--- config.mk ---
export PLATFORM = sky130hd
export DESIGN_NAME = eda_regional_extrema_flat
export DESIGN_NICKNAME = d
export VERILOG_FILES = /design/src/rtl/eda_regional_extrema_if.sv /design/src/rtl/eda_regional_extrema.sv /design/src/flat_wrapper.sv
export SDC_FILE = /design/constraint.sdc
export NUM_CORES = 1
export LEC_CHECK = 0
export BUFFER_PORTS_ARGS = -buffer_cell sky130_fd_sc_hd__buf_2
export CAP_MARGIN = 20
export CORE_ASPECT_RATIO = 1.25
export CORE_UTILIZATION = 55
export CTS_BUF_LIST = sky130_fd_sc_hd__clkbuf_8
export DETAILED_ROUTE_END_ITERATION = 8
export GPL_TIMING_DRIVEN = 0
export PLACE_DENSITY = 0.72
export SLEW_MARGIN = 20
export SYNTH_ARGS = -nofsm -noshare
export SYNTH_HDL_FRONTEND = slang
export SYNTH_SLANG_ARGS = --single-unit
--- constraint.sdc ---
create_clock -name clk -period 37.3 [get_ports clk]
set_input_delay 9.325 -clock clk [delete_from_list [all_inputs] [get_ports clk]]
set_output_delay 9.325 -clock clk [all_outputs]
set_load 0.005 [all_outputs]
--- src/rtl/eda_regional_extrema_if.sv ---
// Host-side bus of the regional-extremum engine: image load, run control and mask readback.
interface eda_regional_extrema_if #(
  parameter int ADDR_WIDTH  = 6,
  parameter int PIXEL_WIDTH = 8
);
  logic                   write_en;
  logic [ADDR_WIDTH-1:0]  wr_addr;
  logic [PIXEL_WIDTH-1:0] pixel_in;
  logic                   start;
  logic                   find_min;
  logic                   conn8;
  logic [ADDR_WIDTH-1:0]  rd_addr;
  logic                   mask_out;
  logic                   busy;
  logic                   done;

  modport master (
    output write_en, wr_addr, pixel_in, start, find_min, conn8, rd_addr,
    input  mask_out, busy, done
  );

  modport slave (
    input  write_en, wr_addr, pixel_in, start, find_min, conn8, rd_addr,
    output mask_out, busy, done
  );
endinterface

--- src/rtl/eda_regional_extrema.sv ---
// Regional max/min mask engine: scans every pixel, and when a neighbour beats it, floods the
// whole equal-valued plateau out of the mask using an explicit stack.
module eda_regional_extrema #(
  parameter int M           = 6,
  parameter int N           = 6,
  parameter int PIXEL_WIDTH = 8,
  parameter int ADDR_WIDTH  = $clog2(M*N)
) (
  input logic             clk,
  input logic             reset_n,
  eda_regional_extrema_if.slave bus
);

  localparam int CELLS    = M * N;
  localparam int SP_WIDTH = $clog2(CELLS + 1);
  localparam logic [ADDR_WIDTH-1:0] LAST_ADDR = ADDR_WIDTH'(CELLS - 1);
  localparam logic [ADDR_WIDTH:0]   CELLS_X   = (ADDR_WIDTH+1)'(CELLS);
  localparam logic [SP_WIDTH-1:0]   DEPTH     = SP_WIDTH'(CELLS);

  typedef enum logic [2:0] {IDLE, INIT, SCAN, POP, NB, DONE} state_t;
  state_t state, state_next;

  logic [PIXEL_WIDTH-1:0] image [CELLS];
  logic [ADDR_WIDTH-1:0]  stack [CELLS];
  logic [CELLS-1:0]       mask;
  logic [SP_WIDTH-1:0]    sp;
  logic [ADDR_WIDTH-1:0]  p, p_next, r, center, q, clr_addr, push_data;
  logic [2:0]             k, k_next, k_last;
  logic                   find_min_q, conn8_q, mask_out_q, busy, rd_ok;
  logic                   q_valid, q_beats, q_equal;
  logic                   set_all, latch_mode, clr_en, push, pop, advance;
  logic [PIXEL_WIDTH-1:0] pix_c, pix_q;
  int                     crow, ccol, drow, dcol, nrow, ncol;

  assign busy   = (state == INIT) || (state == SCAN) || (state == POP) || (state == NB);
  assign k_last = conn8_q ? 3'd7 : 3'd3;
  assign rd_ok  = {1'b0, bus.rd_addr} < CELLS_X;

  // Slot k of the current centre (p while scanning, r while flooding) in visiting order.
  always_comb begin
    center = (state == NB) ? r : p;
    crow   = int'(center) / N;
    ccol   = int'(center) % N;
    drow   = 0;
    dcol   = 0;
    case (k)
      3'd0:    drow = -1;
      3'd1:    dcol = -1;
      3'd2:    dcol = 1;
      3'd3:    drow = 1;
      3'd4:    begin drow = -1; dcol = -1; end
      3'd5:    begin drow = -1; dcol = 1;  end
      3'd6:    begin drow = 1;  dcol = -1; end
      default: begin drow = 1;  dcol = 1;  end
    endcase
    nrow    = crow + drow;
    ncol    = ccol + dcol;
    q_valid = (nrow >= 0) && (nrow < M) && (ncol >= 0) && (ncol < N);
    q       = q_valid ? ADDR_WIDTH'(nrow * N + ncol) : '0;
    pix_c   = image[center];
    pix_q   = image[q];
    q_beats = find_min_q ? (pix_q < pix_c) : (pix_q > pix_c);
    q_equal = (pix_q == pix_c);
  end

  always_ff @(posedge clk or negedge reset_n) begin
    if (!reset_n) state <= IDLE;
    else          state <= state_next;
  end

  always_comb begin
    state_next = state;
    set_all    = 1'b0;
    latch_mode = 1'b0;
    clr_en     = 1'b0;
    clr_addr   = p;
    push       = 1'b0;
    push_data  = p;
    pop        = 1'b0;
    advance    = 1'b0;
    k_next     = k;
    p_next     = p;
    case (state)
      IDLE, DONE: begin
        state_next = IDLE;
        if (bus.start) begin
          latch_mode = 1'b1;
          state_next = INIT;
        end
      end
      INIT: begin
        set_all    = 1'b1;
        p_next     = '0;
        k_next     = '0;
        state_next = SCAN;
      end
      SCAN: begin
        if (!mask[p]) begin
          advance = 1'b1;
        end else if (q_valid && q_beats) begin
          clr_en     = 1'b1;
          push       = 1'b1;
          k_next     = '0;
          state_next = POP;
        end else if (k == k_last) begin
          k_next  = '0;
          advance = 1'b1;
        end else begin
          k_next = k + 3'd1;
        end
      end
      POP: begin
        pop        = 1'b1;
        k_next     = '0;
        state_next = NB;
      end
      NB: begin
        if (q_valid && mask[q] && q_equal) begin
          clr_en    = 1'b1;
          clr_addr  = q;
          push      = 1'b1;
          push_data = q;
        end
        if (k == k_last) begin
          k_next = '0;
          if ((sp != '0) || push) state_next = POP;
          else                    advance    = 1'b1;
        end else begin
          k_next = k + 3'd1;
        end
      end
      default: state_next = IDLE;
    endcase
    if (advance) begin
      if (p == LAST_ADDR) begin
        state_next = DONE;
      end else begin
        p_next     = p + 1'b1;
        state_next = SCAN;
      end
    end
  end

  always_ff @(posedge clk or negedge reset_n) begin
    if (!reset_n) begin
      mask       <= '0;
      sp         <= '0;
      p          <= '0;
      k          <= '0;
      r          <= '0;
      find_min_q <= 1'b0;
      conn8_q    <= 1'b0;
      mask_out_q <= 1'b0;
    end else begin
      if (latch_mode) begin
        find_min_q <= bus.find_min;
        conn8_q    <= bus.conn8;
      end
      if (set_all)     mask           <= '1;
      else if (clr_en) mask[clr_addr] <= 1'b0;
      if (push)        sp <= sp + 1'b1;
      else if (pop)    sp <= sp - 1'b1;
      if (pop)         r  <= stack[ADDR_WIDTH'(sp - 1'b1)];
      p          <= p_next;
      k          <= k_next;
      mask_out_q <= rd_ok ? mask[bus.rd_addr] : 1'b0;
    end
  end

  // Image and stack contents are plain storage and need no reset.
  always_ff @(posedge clk) begin
    if (bus.write_en && !busy && ({1'b0, bus.wr_addr} < CELLS_X))
      image[bus.wr_addr] <= bus.pixel_in;
    if (push)
      stack[ADDR_WIDTH'(sp)] <= push_data;
  end

  assert property (@(posedge clk) disable iff (!reset_n) push |-> (sp < DEPTH));

  assign bus.busy     = busy;
  assign bus.done     = (state == DONE);
  assign bus.mask_out = busy ? 1'b0 : mask_out_q;

endmodule
--- src/flat_wrapper.sv ---
// flat-port wrapper written by rule: the top's interface ports become plain ports
module eda_regional_extrema_flat 
#(
  parameter int M           = 6,
  parameter int N           = 6,
  parameter int PIXEL_WIDTH = 8,
  parameter int ADDR_WIDTH  = $clog2(M*N)
)
  (clk, reset_n, bus_write_en, bus_wr_addr, bus_pixel_in, bus_start, bus_find_min, bus_conn8, bus_rd_addr, bus_mask_out, bus_busy, bus_done);
  eda_regional_extrema_if #(.ADDR_WIDTH(ADDR_WIDTH), .PIXEL_WIDTH(PIXEL_WIDTH)) bus_i ();
  input logic clk;
  input logic reset_n;
  input wire logic [$bits(bus_i.write_en)-1:0] bus_write_en;
  input wire logic [$bits(bus_i.wr_addr)-1:0] bus_wr_addr;
  input wire logic [$bits(bus_i.pixel_in)-1:0] bus_pixel_in;
  input wire logic [$bits(bus_i.start)-1:0] bus_start;
  input wire logic [$bits(bus_i.find_min)-1:0] bus_find_min;
  input wire logic [$bits(bus_i.conn8)-1:0] bus_conn8;
  input wire logic [$bits(bus_i.rd_addr)-1:0] bus_rd_addr;
  output wire logic [$bits(bus_i.mask_out)-1:0] bus_mask_out;
  output wire logic [$bits(bus_i.busy)-1:0] bus_busy;
  output wire logic [$bits(bus_i.done)-1:0] bus_done;
  assign bus_i.write_en = bus_write_en;
  assign bus_i.wr_addr = bus_wr_addr;
  assign bus_i.pixel_in = bus_pixel_in;
  assign bus_i.start = bus_start;
  assign bus_i.find_min = bus_find_min;
  assign bus_i.conn8 = bus_conn8;
  assign bus_i.rd_addr = bus_rd_addr;
  assign bus_mask_out = bus_i.mask_out;
  assign bus_busy = bus_i.busy;
  assign bus_done = bus_i.done;
  eda_regional_extrema #(.M(M), .N(N), .PIXEL_WIDTH(PIXEL_WIDTH), .ADDR_WIDTH(ADDR_WIDTH)) u_core (.clk(clk), .reset_n(reset_n), .bus(bus_i));
endmodule
Yosys cells after proc, flatten, opt, wreduce, memory -nomap -nowiden
Memories as Yosys holds them, arrays and structs flattened. A register that Yosys moved wholly into a read port is not among the register bits.
Index checks and enable logic that the tools add are counted.

storage, ports and cells
  bits in registers = 57
  bits in latches = 0
  memory bits (writable) = 504
  bits in read-only memories = 0
  word-level logic and storage cells = 140
  memories = 2

cells by class
  add/sub/neg operators = 7
  $mul = 1
  div/mod/pow operators = 2
  magnitude comparators = 13
  eq/ne operators = 19
  shift operators = 0
  muxes and demuxes = 57
  bitwise logic cells = 2
  reduce and logical (&&, ||, !) cells = 29

memories
  name          words  bits a word  rd ports  clocked after Yosys merged registers in  write ports  line                        RTL
  u_core.image  36     8            2         0                                        1            eda_regional_extrema.sv:23  logic [PIXEL_WIDTH-1:0] image [CELLS];
  u_core.stack  36     6            1         1                                        1            eda_regional_extrema.sv:24  logic [ADDR_WIDTH-1:0] stack [CELLS];

operator list
  operator                                                             count
  case mux 32 bit (2 select lines)                                     2
  2-to-1 mux 36 bit                                                    2
  adder 32 bit                                                         2
  greater-or-equal comparator 32 x 1 -> 1 bit (second input constant)  2
  less-than comparator 32 x 4 -> 1 bit (second input constant)         2
  2-to-1 mux 6 bit                                                     9
  AND 36 bit                                                           1
  inverter 36 bit                                                      1
  divider 7 x 4 -> 32 bit (second input constant)                      1
  remainder unit 7 x 4 -> 32 bit (second input constant)               1
  multiplier 32 x 3 -> 5 bit (second input constant)                   1
  2-to-1 mux 3 bit                                                     10
  less-than comparator 6 x 7 -> 1 bit (second input constant)          4
  2-to-1 mux 1 bit                                                     25
  binary-select mux 1 bit (select 6 bit)                               3
  == test 3 bit (second input constant)                                5
  case mux 3 bit (5 select lines)                                      1
  adder 6 x 1 -> 6 bit (second input constant)                         2
  == test 3 x 2 -> 1 bit (second input constant)                       4
  less-than comparator 6 bit (second input constant)                   2
  inequality test 3 x 2 -> 1 bit (second input constant)               4
  logical AND 1 bit                                                    9
  case mux 3 bit (3 select lines)                                      1
  == test 8 bit                                                        1
  other kinds (22)                                                     35

Logic depth before layout (Yosys ltp)
  word-level depth = 23
  gate-level depth with buffers = 57
  gate-level depth less buffers = 46

Least setup slack after synthesis
Ideal clock, no wire load.

  path kind = reg-to-reg
  start point = reg u_core.state[0]
  end point = mem u_core.stack[0][1] (data pin)
  library setup time = 485 ps
  data arrival time = 11,524 ps
  slack = 25,291 ps
  cell stages (with the launch flop) = 46
  path buffers = 12
  cell sequence = dfrtp_1 > clkbuf_1 > nor3b_1 > buf_2 > buf_2 > mux2i_1 > clkbuf_1 > clkbuf_1 > inv_1 > ha_1 > clkbuf_1 > nor2b_1 > mux2i_1 > a21oi_1 > mux2i_1 > nand2_1 > and2_1 > nand2_1 > (+10 left out) > or3b_2 > or4_1 > nor4_4 > nand4_2 > buf_2 > clkbuf_1 > a211o_1 > a221oi_1 > a21oi_1 > ha_1 > nand4_1 > nor2_1 > nand2_1 > nor3_2 > nand2_1 > buf_4 > buf_6 > o21ai_0

on the way
  longest elaborated chain between the ends = 15

RTL lines
  what                                                              line                        RTL
  from (decl)                                                       eda_regional_extrema.sv:21  state_t state, state_next;
  from (signal assigned)                                            eda_regional_extrema.sv:68  else state <= state_next;
  == test 3 bit *                                                   -
  branches (longest 13 deep; another with divider 7 x 4 -> 32 bit)  -
  2-to-1 mux 6 bit *                                                -
  named net u_core.clr_addr[1]                                      eda_regional_extrema.sv:27  logic [ADDR_WIDTH-1:0] p, p_next, r, center, q, clr_addr, push_data;
  to (decl)                                                         eda_regional_extrema.sv:24

Mark *: on every way through the listed nets, which the timed path passes. The select of a mux whose other input is x is not followed.

Worst setup path in the final report
  start point = reg u_core.state[0]
  end point = mem u_core.stack[27][2] (enable)

on the way
  longest elaborated chain between the ends = 18

RTL lines
  what                                                              line                         RTL
  branches (longest 15 deep; another with divider 7 x 4 -> 32 bit)  -
  case mux 1 bit (2 select lines) *                                 eda_regional_extrema.sv:83   case (state)
  2-to-1 mux 1 bit *                                                eda_regional_extrema.sv:174  if (push)
  2-to-1 mux 1 bit (not written as such) *                          eda_regional_extrema.sv:175  stack[ADDR_WIDTH'(sp)] <= push_data;

Mark *: on every way between the ends. The select of a mux whose other input is x is not followed.

==> out/qor.csv <==
stage,metric,value,unit
status,status,completed,
die,num_rows,97,
hold_path,whs_path_depth,2,
critical_path,max_stage_delay,0.89,ns
placement,dpl_cell_area,32900,um^2
critical_path,r2r_end,u_core.stack[27][2],
clock_tree,cts_tree,done,
timing,setup_slack,20.50,ns
synth,ys_ff_latch,567,
hold_path,min-delay-path-class,reg -> reg,
cells_and_area,nets,2949,
global_routing,grt.overflow.total,0,
routing,vias,25594,
global_routing,grtUsageTotal,40.4,%
global_routing,grt_max_degree,64,
die,die_w,216,um
synth,synth_cells,2711,
global_routing,antenna_found_initial,7,
clock_tree,cts_made_buffers,90,
synth,synth_edf_count,504,
clock_tree,post_cts_resized,0,
clock_tree,clockRootBuffer,clkbuf_8,
routing,wirelength,118000,um
routing,drc,0,
timing,rsz0062_at_grt,false,
global_routing,grt_pass1_vias,24777,
critical_path,worstReg2RegStart,u_core.state[0],
placement,pre_cts_ws,21.16,ns
timing,period_needed,16.80,ns
cells_and_area,layout-drive-gt1-share,13.5,%
timing,hold_slack,0.488,ns
timing,tightest_slew,1.33,ns
placement,port_buffers,26,
critical_path,crit_arrival,17.15,ns
global_routing,grt_pass1_wl,169000,um
hold_path,min_to,u_core.r[0],
synth,ys_types,107,
synth,synth-main-ff-cell,edfxtp_1,
timing,post-route-period-util,45.1,%
routing,via_per_inst,6.98,
die,initial_core_util,56.0,%
timing,final-setup-viol-count,0,
timing,max_freq,59.5,MHz
run,cap_violations,0,
critical_path,crit_path_max_fanout,10,
hold_path,hold_start,u_core.r[0],
critical_path,critPathLaunchType,flop,
placement,place_hpwl,86100,um
cells_and_area,fin_area,34700,um^2
critical_path,crit_slowest_cell,a2111oi_0,
placement,gp_congestion,1.06,
critical_path,path_common_cell,clkbuf_1,
die,ios,29,
routing,ant_nets,0,
routing,drtIter0Drc,3543,
critical_path,critical_path_class,reg -> reg,
die,die_h,270,um
cells_and_area,area_growth_syn_to_layout,9.89,%
die,fp.coreArea,56300,um^2
clock_tree,clk_latency,0.73,ns
timing,tns,0,ns
timing,hold_viol_final,0,
routing,routedWlPerCell,32.2,um
critical_path,rr_worst_depth,55,
critical_path,required,37.65,ns
synth,syn_area,31600,um^2
timing,relSlewSlack,11.3,%
synth,async_flop_share,11.1,%
clock_tree,numClockSinks,567,
clock_tree,ctsHtreeMaxLevel,3,
clock_tree,clkTransAtPathRegs,0.07,ns
clock_tree,hold_buffers,0,
timing,slew_viol_final,0,
clock_tree,post-cts-setup-buffers,0,
synth,yosysSeqAreaShare,53.0,%
timing,clock_skew,0.0353,ns
clock_tree,clockBufferDepth,3,
synth,avgSynthCellArea,11.6,um^2
synth,yosys_warnings,0,
die,die_area,58300,um^2
routing,dr.pass1.iters,8,
critical_path,critPathCaptureType,flop,
critical_path,reg2reg_slack,20.50,ns
## cells in the final DEF (no fill, tap or decap), drive strengths merged, types with 24 or more instances in the layout
cell type / n
edfxtp: 504
nand2: 377
nor2: 238
clkbuf: 238
a21oi: 156
mux2i: 112
mux4: 111
o21ai: 103
inv: 81
buf: 75
ha: 73
dfrtp: 63
and3: 61
nand3: 60
nor3: 46
a31oi: 40
a311oi: 39
a211oi: 38
clkinv: 35
o211ai: 28
mux2: 28
a2111oi: 25
xnor2: 24
## cells in the mapped netlist, drive strengths merged (28+ instances only)
cell type | instances | area share (%)
nand3 | 60 | 0.97
and3 | 61 | 1.2
mux2i | 112 | 3.7
inv | 50 | 0.59
a211oi | 38 | 0.94
mux4 | 111 | 7.9
a311oi | 39 | 1.1
buf | 43 | 0.69
a21oi | 156 | 2.5
o21ai | 103 | 1.6
ha | 73 | 2.9
dfrtp | 63 | 5.0
nor2 | 238 | 2.9
o211ai | 28 | 0.67
clkbuf | 138 | 1.6
edfxtp | 504 | 48
mux2 | 28 | 1.0
a31oi | 40 | 0.79
nor3 | 46 | 0.78
nand2 | 377 | 4.5
## cell type report
| class | count | area (um^2) |
|---|---|---|
| sequential | 567 | 16700 |
| antenna | 3 | 7.51 |
| timing repair buffer | 35 | 258 |
| fill | 4523 | 21600 |
| clock buffer | 97 | 1340 |
| buffer | 181 | 742 |
| multi-input combinational | 1919 | 14000 |
| inverter | 52 | 195 |
| clock inverter | 70 | 457 |
| tap | 742 | 928 |
## kinds of logic (layout without fill, tap and decap cells)
group,count (synthesis),after routing,synth area share (%)
AO/OA/AOI/OAI,595,595,12.9
other,1,12,0.0119
AND/OR/NAND/NOR,945,945,14.2
buffers and inverters,233,435,2.95
flip-flops,567,567,53.0
XOR/XNOR,42,42,1.19
multiplexers,251,251,12.6
adder cells (fa/ha/maj),77,77,3.15
## metrics by stage
| step | util, % | cells |
|---|---|---|
| finish | 61.6 | 3666 |
| global route | 61.6 | 3664 |
| detailed placement | 58.4 | 3495 |
| CTS | 61.5 | 3662 |
| global placement | 58.0 | 3487 |
| floorplan | - | 2719 |
## layer usage
layer	share of wire, %	up-vias	routed length [um]	track usage [%]
met2	47	1788	55000	64.3
met5	0.032	-	38	0
met1	36	12647	43100	50.9
met3	10	407	12300	9.09
met4	6.4	6	7570	23.1
li1	-	10746	-	-
## sequential cells by signal, indices dropped and copies added, names as in the netlist
signal	flops
u_core.stack	216
u_core.r	6
u_core.conn8_q	1
u_core.p	6
u_core.image	288
u_core.sp	6
u_core.k	3
u_core.state	3
u_core.mask_out_q	1
u_core.mask	36
u_core.find_min_q	1
## worst max-delay path by stage
stage                               end            start  depth (start not counted)  slack [ns]
detailed placement  u_core.stack[27][2]  u_core.state[0]                         55       21.16
floorplan            u_core.stack[0][1]  u_core.state[0]                         45       25.29
global placement     u_core.stack[4][3]  u_core.state[0]                         47       18.82
finish              u_core.stack[27][2]  u_core.state[0]                         55       20.50
global route        u_core.stack[27][1]  u_core.state[0]                         55       19.80
CTS                 u_core.stack[27][2]  u_core.state[0]                         55       21.08
## worst max-delay path, delay by kind of cell (launching register included)
kind            cells  cell delay, ns
flops               1            0.36
mux                 4            1.43
compound gates     16            4.58
simple gates       17            4.78
fa+ha+maj           4            0.82
buf+inv            13            4.23
xor+xnor            1            0.17
Power is not shown: default switching activity piles up to over one toggle a cycle in this logic, so the estimate is an artifact.
